`src/rtl/puf_vote_sequencer.sv`:
```
// puf_vote_sequencer: fetches challenges, majority-votes VOTES PUF evaluations per word,
// writes each voted word back and counts non-unanimous bits.
module puf_vote_sequencer #(
  parameter int DATA_WIDTH = 32,
  parameter int NUM_WORDS  = 8,
  parameter int ADDR_WIDTH = 3,
  parameter int VOTES      = 5,
  parameter int TIMEOUT    = 255
) (
  input  logic                  ACLK,
  input  logic                  ARESET,
  input  logic                  start,
  input  logic [3:0]            num_words,
  output logic                  busy,
  output logic                  done,
  output logic                  err_timeout,
  output logic [15:0]           unstable_cnt,
  output logic [ADDR_WIDTH-1:0] chal_rd_addr,
  input  logic [DATA_WIDTH-1:0] chal_rd_data,
  output logic                  puf_req,
  output logic [DATA_WIDTH-1:0] puf_challenge,
  input  logic                  puf_ack,
  input  logic [DATA_WIDTH-1:0] puf_resp,
  output logic                  res_wr_en,
  output logic [ADDR_WIDTH-1:0] res_wr_addr,
  output logic [DATA_WIDTH-1:0] res_wr_data
);
  localparam int CW = $clog2(VOTES + 1);
  localparam int TW = $clog2(TIMEOUT + 1);
  localparam int UW = $clog2(DATA_WIDTH + 1);
  localparam logic [3:0] MAXN = 4'(NUM_WORDS);
  typedef enum logic [2:0] {IDLE, RD, RDW, REQ, ACC, WR, DONE} state_t;
  state_t r_state, w_next;
  logic [ADDR_WIDTH-1:0] r_w;
  logic [3:0] r_n;
  logic [CW-1:0] r_v;
  logic [TW-1:0] r_to;
  logic [DATA_WIDTH-1:0] r_resp, w_vote;
  logic [CW-1:0] r_cnt [DATA_WIDTH];
  logic [CW-1:0] w_cnt [DATA_WIDTH];
  logic [UW-1:0] w_unst;
  logic [16:0] w_sum;
  logic w_last_vote, w_last_word, w_tmo;
  assign chal_rd_addr = r_w;
  assign res_wr_addr  = r_w;
  assign w_last_vote  = r_v == CW'(VOTES - 1);
  assign w_last_word  = 4'(r_w) + 4'd1 == r_n;
  assign w_tmo        = r_to == TW'(TIMEOUT - 1);
  assign w_sum        = {1'b0, unstable_cnt} + 17'(w_unst);
  always_comb begin
    w_next = r_state;
    case (r_state)
      IDLE:    w_next = start ? (num_words == 4'd0 ? DONE : RD) : IDLE;
      RD:      w_next = RDW;
      RDW:     w_next = REQ;
      REQ:     w_next = puf_ack ? ACC : (w_tmo ? DONE : REQ);
      ACC:     w_next = w_last_vote ? WR : REQ;
      WR:      w_next = w_last_word ? DONE : RD;
      DONE:    w_next = IDLE;
      default: w_next = IDLE;
    endcase
  end
  // counts include the response captured in the preceding REQ cycle
  always_comb begin
    w_cnt  = '{default: '0};
    w_vote = '0;
    w_unst = '0;
    for (int i = 0; i < DATA_WIDTH; i++) begin
      w_cnt[i]  = r_cnt[i] + CW'(r_resp[i]);
      w_vote[i] = w_cnt[i] > CW'(VOTES / 2);
      w_unst    = w_unst + UW'(w_cnt[i] != '0 && w_cnt[i] != CW'(VOTES));
    end
  end
  always_ff @(posedge ACLK or posedge ARESET)
    if (ARESET) begin
      r_state       <= IDLE;
      busy          <= 1'b0;
      done          <= 1'b0;
      err_timeout   <= 1'b0;
      unstable_cnt  <= '0;
      puf_req       <= 1'b0;
      puf_challenge <= '0;
      res_wr_en     <= 1'b0;
      res_wr_data   <= '0;
      r_w           <= '0;
      r_n           <= '0;
      r_v           <= '0;
      r_to          <= '0;
      r_resp        <= '0;
      r_cnt         <= '{default: '0};
    end else begin
      r_state   <= w_next;
      busy      <= w_next != IDLE;
      done      <= w_next == DONE;
      puf_req   <= w_next == REQ;
      res_wr_en <= w_next == WR;
      case (r_state)
        IDLE: if (start) begin
          r_n          <= num_words > MAXN ? MAXN : num_words;
          r_w          <= '0;
          err_timeout  <= 1'b0;
          unstable_cnt <= '0;
        end
        RDW: begin
          puf_challenge <= chal_rd_data;
          r_cnt         <= '{default: '0};
          r_v           <= '0;
          r_to          <= '0;
        end
        REQ: begin
          r_to <= r_to + 1'b1;
          if (puf_ack) r_resp <= puf_resp;
          else if (w_tmo) err_timeout <= 1'b1;
        end
        ACC: begin
          r_cnt <= w_cnt;
          r_v   <= r_v + 1'b1;
          r_to  <= '0;
          if (w_last_vote) begin
            res_wr_data  <= w_vote;
            unstable_cnt <= w_sum[16] ? 16'hFFFF : w_sum[15:0];
          end
        end
        WR: if (!w_last_word) r_w <= r_w + 1'b1;
        default: ;
      endcase
    end
endmodule

```
`config.mk`:
```
export PLATFORM = sky130hd
export DESIGN_NAME = puf_vote_sequencer
export DESIGN_NICKNAME = d
export VERILOG_FILES = /design/src/rtl/puf_vote_sequencer.sv
export SDC_FILE = /design/constraint.sdc
export NUM_CORES = 1
export LEC_CHECK = 0
export ABC_AREA = 1
export CORE_ASPECT_RATIO = 1.4
export CORE_MARGIN = 10
export CORE_UTILIZATION = 60
export CTS_BUF_LIST = sky130_fd_sc_hd__clkbuf_8
export CTS_CLUSTER_SIZE = 20
export DETAILED_ROUTE_END_ITERATION = 7
export PLACE_DENSITY = 0.92
export SETUP_SLACK_MARGIN = 0.3
export SLEW_MARGIN = 20
export SYNTH_ARGS = -nofsm -noshare
export SYNTH_HDL_FRONTEND = slang
export SYNTH_SLANG_ARGS = --single-unit
```
`constraint.sdc`:
```
create_clock -name ACLK -period 18.1 [get_ports ACLK]
set_input_delay 3.62 -clock ACLK [delete_from_list [all_inputs] [get_ports ACLK]]
set_output_delay 3.62 -clock ACLK [all_outputs]
set_load 0.01 [all_outputs]
```
==> out/metrics.csv <==
metric;value;unit
Die W;140.9;um
Clock Latency Late Sink;0.55;ns
FMAX;0.1517;GHz
nets;1780;
Resized cells post-CTS;0;
Hold/Removal Path Class;register to register;
highest-delay cell along the critical path;fa_1;
Final Wtd Congestion;0.8607;
# DRC;0;
Least-Margin Pin Slew;1.039;ns
register area share after synthesis;0.4766;
CTS tree;yes;
Iter 0 DRT Violations;678;
WP buf/inv;3;
Netlist cell types;35;
fillcell total;1413;
CP Launch Type;register;
RSZ-0062 raised after global routing;no;
Core Area;0.02000;mm^2
Final ANT Viol Nets;0;
Total Routed Length;29620;um
slew margin rel.;0.3063;
Hold Path Depth;2;
first-pass GRT wire length;49470;um
most frequent cells in the layout;nand2_1, dfrtp_1, inv_1;
Area Growth Syn to Fin;20.14;%
Mapped Area;0.01229;mm^2
dpl hpwl;20420;um
register area;0.005856;mm^2
Final Hold Vio Count;0;
reg2reg setup slack;11.51;ns
leading cell type in the layout, fill and taps excluded;nand2_1;
Worst EP required;18.51;ns
delay of the slowest critical-path stage;0.56;ns
synth warn;0;
Post-Syn Instances;1439;
Core Rows;61;
Most common cell on crit path;fa_1;
Setup violations, final;0;
clk_skew;0.02765;ns
CTS Buffer Depth;3;
Final period util;0.3642;
worst reg2reg path startpoint;r_resp[22]$_DFFE_PP0P_;
Avg WL per Cell;15.77;um
critical path type;register to register;
largest net degree at the start of global routing;158;
mean area per synthesized cell;8.538;um^2
cell family with most CP delay;adder cells;
Vias;10030;
clk sinks;234;
status;finished, final reports clean;
I/O Buffers;162;
R2R cell count;23;
Synth Net Count;1621;
hold_buf cts;0;
Die Area;0.02668;mm^2
Initial Util;0.6144;
CTS buffer count;38;
vias per inst;5.342;
# diodes;0;
Critical Path End Type;register;
worst-path fanout max;10;
Cell Chain, Critical Path;ha_1 > ha_1 > xnor2_1 > o21ai_0 > o21ai_0 > inv_1 > fa_1 > fa_1 > fa_1 > inv_1 > fa_1 > fa_1 > fa_1 > fa_1 > fa_1 > nand2_1 > nand2_1 > nand3_1 > nand2_1 > nand3_2 > inv_1 > o21ai_0 > nand2_1;
fraction of layout cells with a size suffix above 1;0.05105;
initial antenna violation count;0;
vias in the first global route;10450;
H-tree depth;2;
Clock transition at path regs;0.06;ns
Hold EP;res_wr_data[10]$_DFFE_PP0P_;
TNS Setup;0;ns
HP Start;res_wr_data[10]$_DFFE_PP0P_;
min Tclk post-route;6.592;ns
fin. max-slew vios;0;
RR Endpoint;unstable_cnt[6]$_DFFE_PP0P_;
# IOs;163;
number of synthesized register bits;234;
Clock Root Buffer;clkbuf_8;
crit path DAT;7.00;ns
Post-CTS Setup Bufs;0;
Max-cap violations;0;
Hold Worst Slack;0.4757;ns
Critical path origin;r_resp[22]$_DFFE_PP0P_;
Global Route Usage Sum;0.2221;
area of the multi-input gates;0.005497;mm^2
grt total ovfl;0;
drt first pass iters;5;
Die H;189.3;um
==> cells in the mapped netlist <==
cell,n,share of area
a21boi_2,1,0.00092
a21oi_1,20,0.0081
and2_1,1,0.00051
and3_1,1,0.00051
buf_1,2,0.00061
buf_2,15,0.0061
buf_4,4,0.0024
buf_6,8,0.0073
clkbuf_1,15,0.0046
clkbuf_2,1,0.00041
dfrtp_1,234,0.48
fa_1,26,0.042
ha_1,84,0.086
inv_1,166,0.051
inv_2,9,0.0027
inv_4,2,0.0010
nand2_1,509,0.16
nand2_2,2,0.0010
nand2_4,2,0.0018
nand3_1,29,0.012
nand3_2,3,0.0024
nand3_4,1,0.0014
nand4_1,2,0.0010
nor2_1,48,0.015
nor2_2,1,0.00051
nor2_4,1,0.00092
nor2_8,1,0.0016
nor3_1,7,0.0029
o21a_1,1,0.00061
o21ai_0,151,0.062
o21ai_1,44,0.018
o21bai_1,1,0.00061
o22ai_1,2,0.0010
xnor2_1,35,0.025
xor2_1,10,0.0071
==> registers in the layout, summed over array words and instances, names as in the netlist <==
name and flops:
res_wr_en 1, r_cnt 96, r_to 8, chal_rd_addr 3, res_wr_data 32, puf_req 1
r_resp 32, puf_challenge 32, r_v 3, done 1, unstable_cnt 16, r_state 3
busy 1, r_n 4, err_timeout 1
==> worst max-delay path by stage <==
| stage | to | slack, ns | depth (start not counted) |
|---|---|---|---|
| 4_1_cts | unstable_cnt[0]$_DFFE_PP0P_ | 11.50 | 24 |
| 5_1_grt | unstable_cnt[0]$_DFFE_PP0P_ | 11.07 | 23 |
| 2_1_floorplan | busy$_DFF_PP0_ | 8.06 | 1 |
| 3_5_place_dp | unstable_cnt[0]$_DFFE_PP0P_ | 11.49 | 24 |
| 6_report | unstable_cnt[6]$_DFFE_PP0P_ | 11.51 | 23 |
| 3_3_place_gp | unstable_cnt[6]$_DFFE_PP0P_ | 11.69 | 24 |
==> final cells by class <==
class                   count  area share
multi-input cells         983      0.3724
flip-flops and latches    234      0.3967
clock buffers              48     0.04476
inverters                 177     0.04620
clock inverters            20    0.007714
repair buffers            164      0.1109
well taps                 252     0.02136
==> through the flow <==
| stage | instance area (um^2) | setup WS [ns] | instances | util |
|---|---|---|---|---|
| 2_1_floorplan | 12290 | 8.062 | 1439 | - |
| 3_3_place_gp | 13980 | 11.69 | 1810 | 0.6992 |
| 3_5_place_dp | 13980 | 11.49 | 1810 | 0.6992 |
| 4_1_cts | 14760 | 11.50 | 1878 | 0.7379 |
| 5_1_grt | 14760 | 11.07 | 1878 | 0.7381 |
| 6_report | 14760 | 11.51 | 1878 | 0.7381 |
==> logic make-up (layout without fill, tap and decap cells) <==
kind of cell | count (synthesis) | count (layout) | share of synthesized area
xor+xnor | 45 | 45 | 0.03208
fa+ha+maj | 110 | 110 | 0.1279
buf+inv | 222 | 409 | 0.07597
flops | 234 | 234 | 0.4766
simple gates | 608 | 608 | 0.1967
compound gates | 220 | 220 | 0.09074
==> tightest hold or removal path, cell delays in order (launching register included) <==
cell	delay [ns]
dfrtp_1	0.34
nand2_1	0.05
nand2_1	0.05
==> layer usage <==
layer / GRT usage / vias to the layer above / wire length, um
met5: 0 / - / 0
met4: 0.09674 / 0 / 1025
met3: 0.06361 / 81 / 2063
met2: 0.3918 / 321 / 15420
met1: 0.2414 / 4801 / 11110
li1: - / 4829 / -
Power is not shown: default switching activity piles up to over one toggle a cycle in this logic, so the estimate is an artifact.
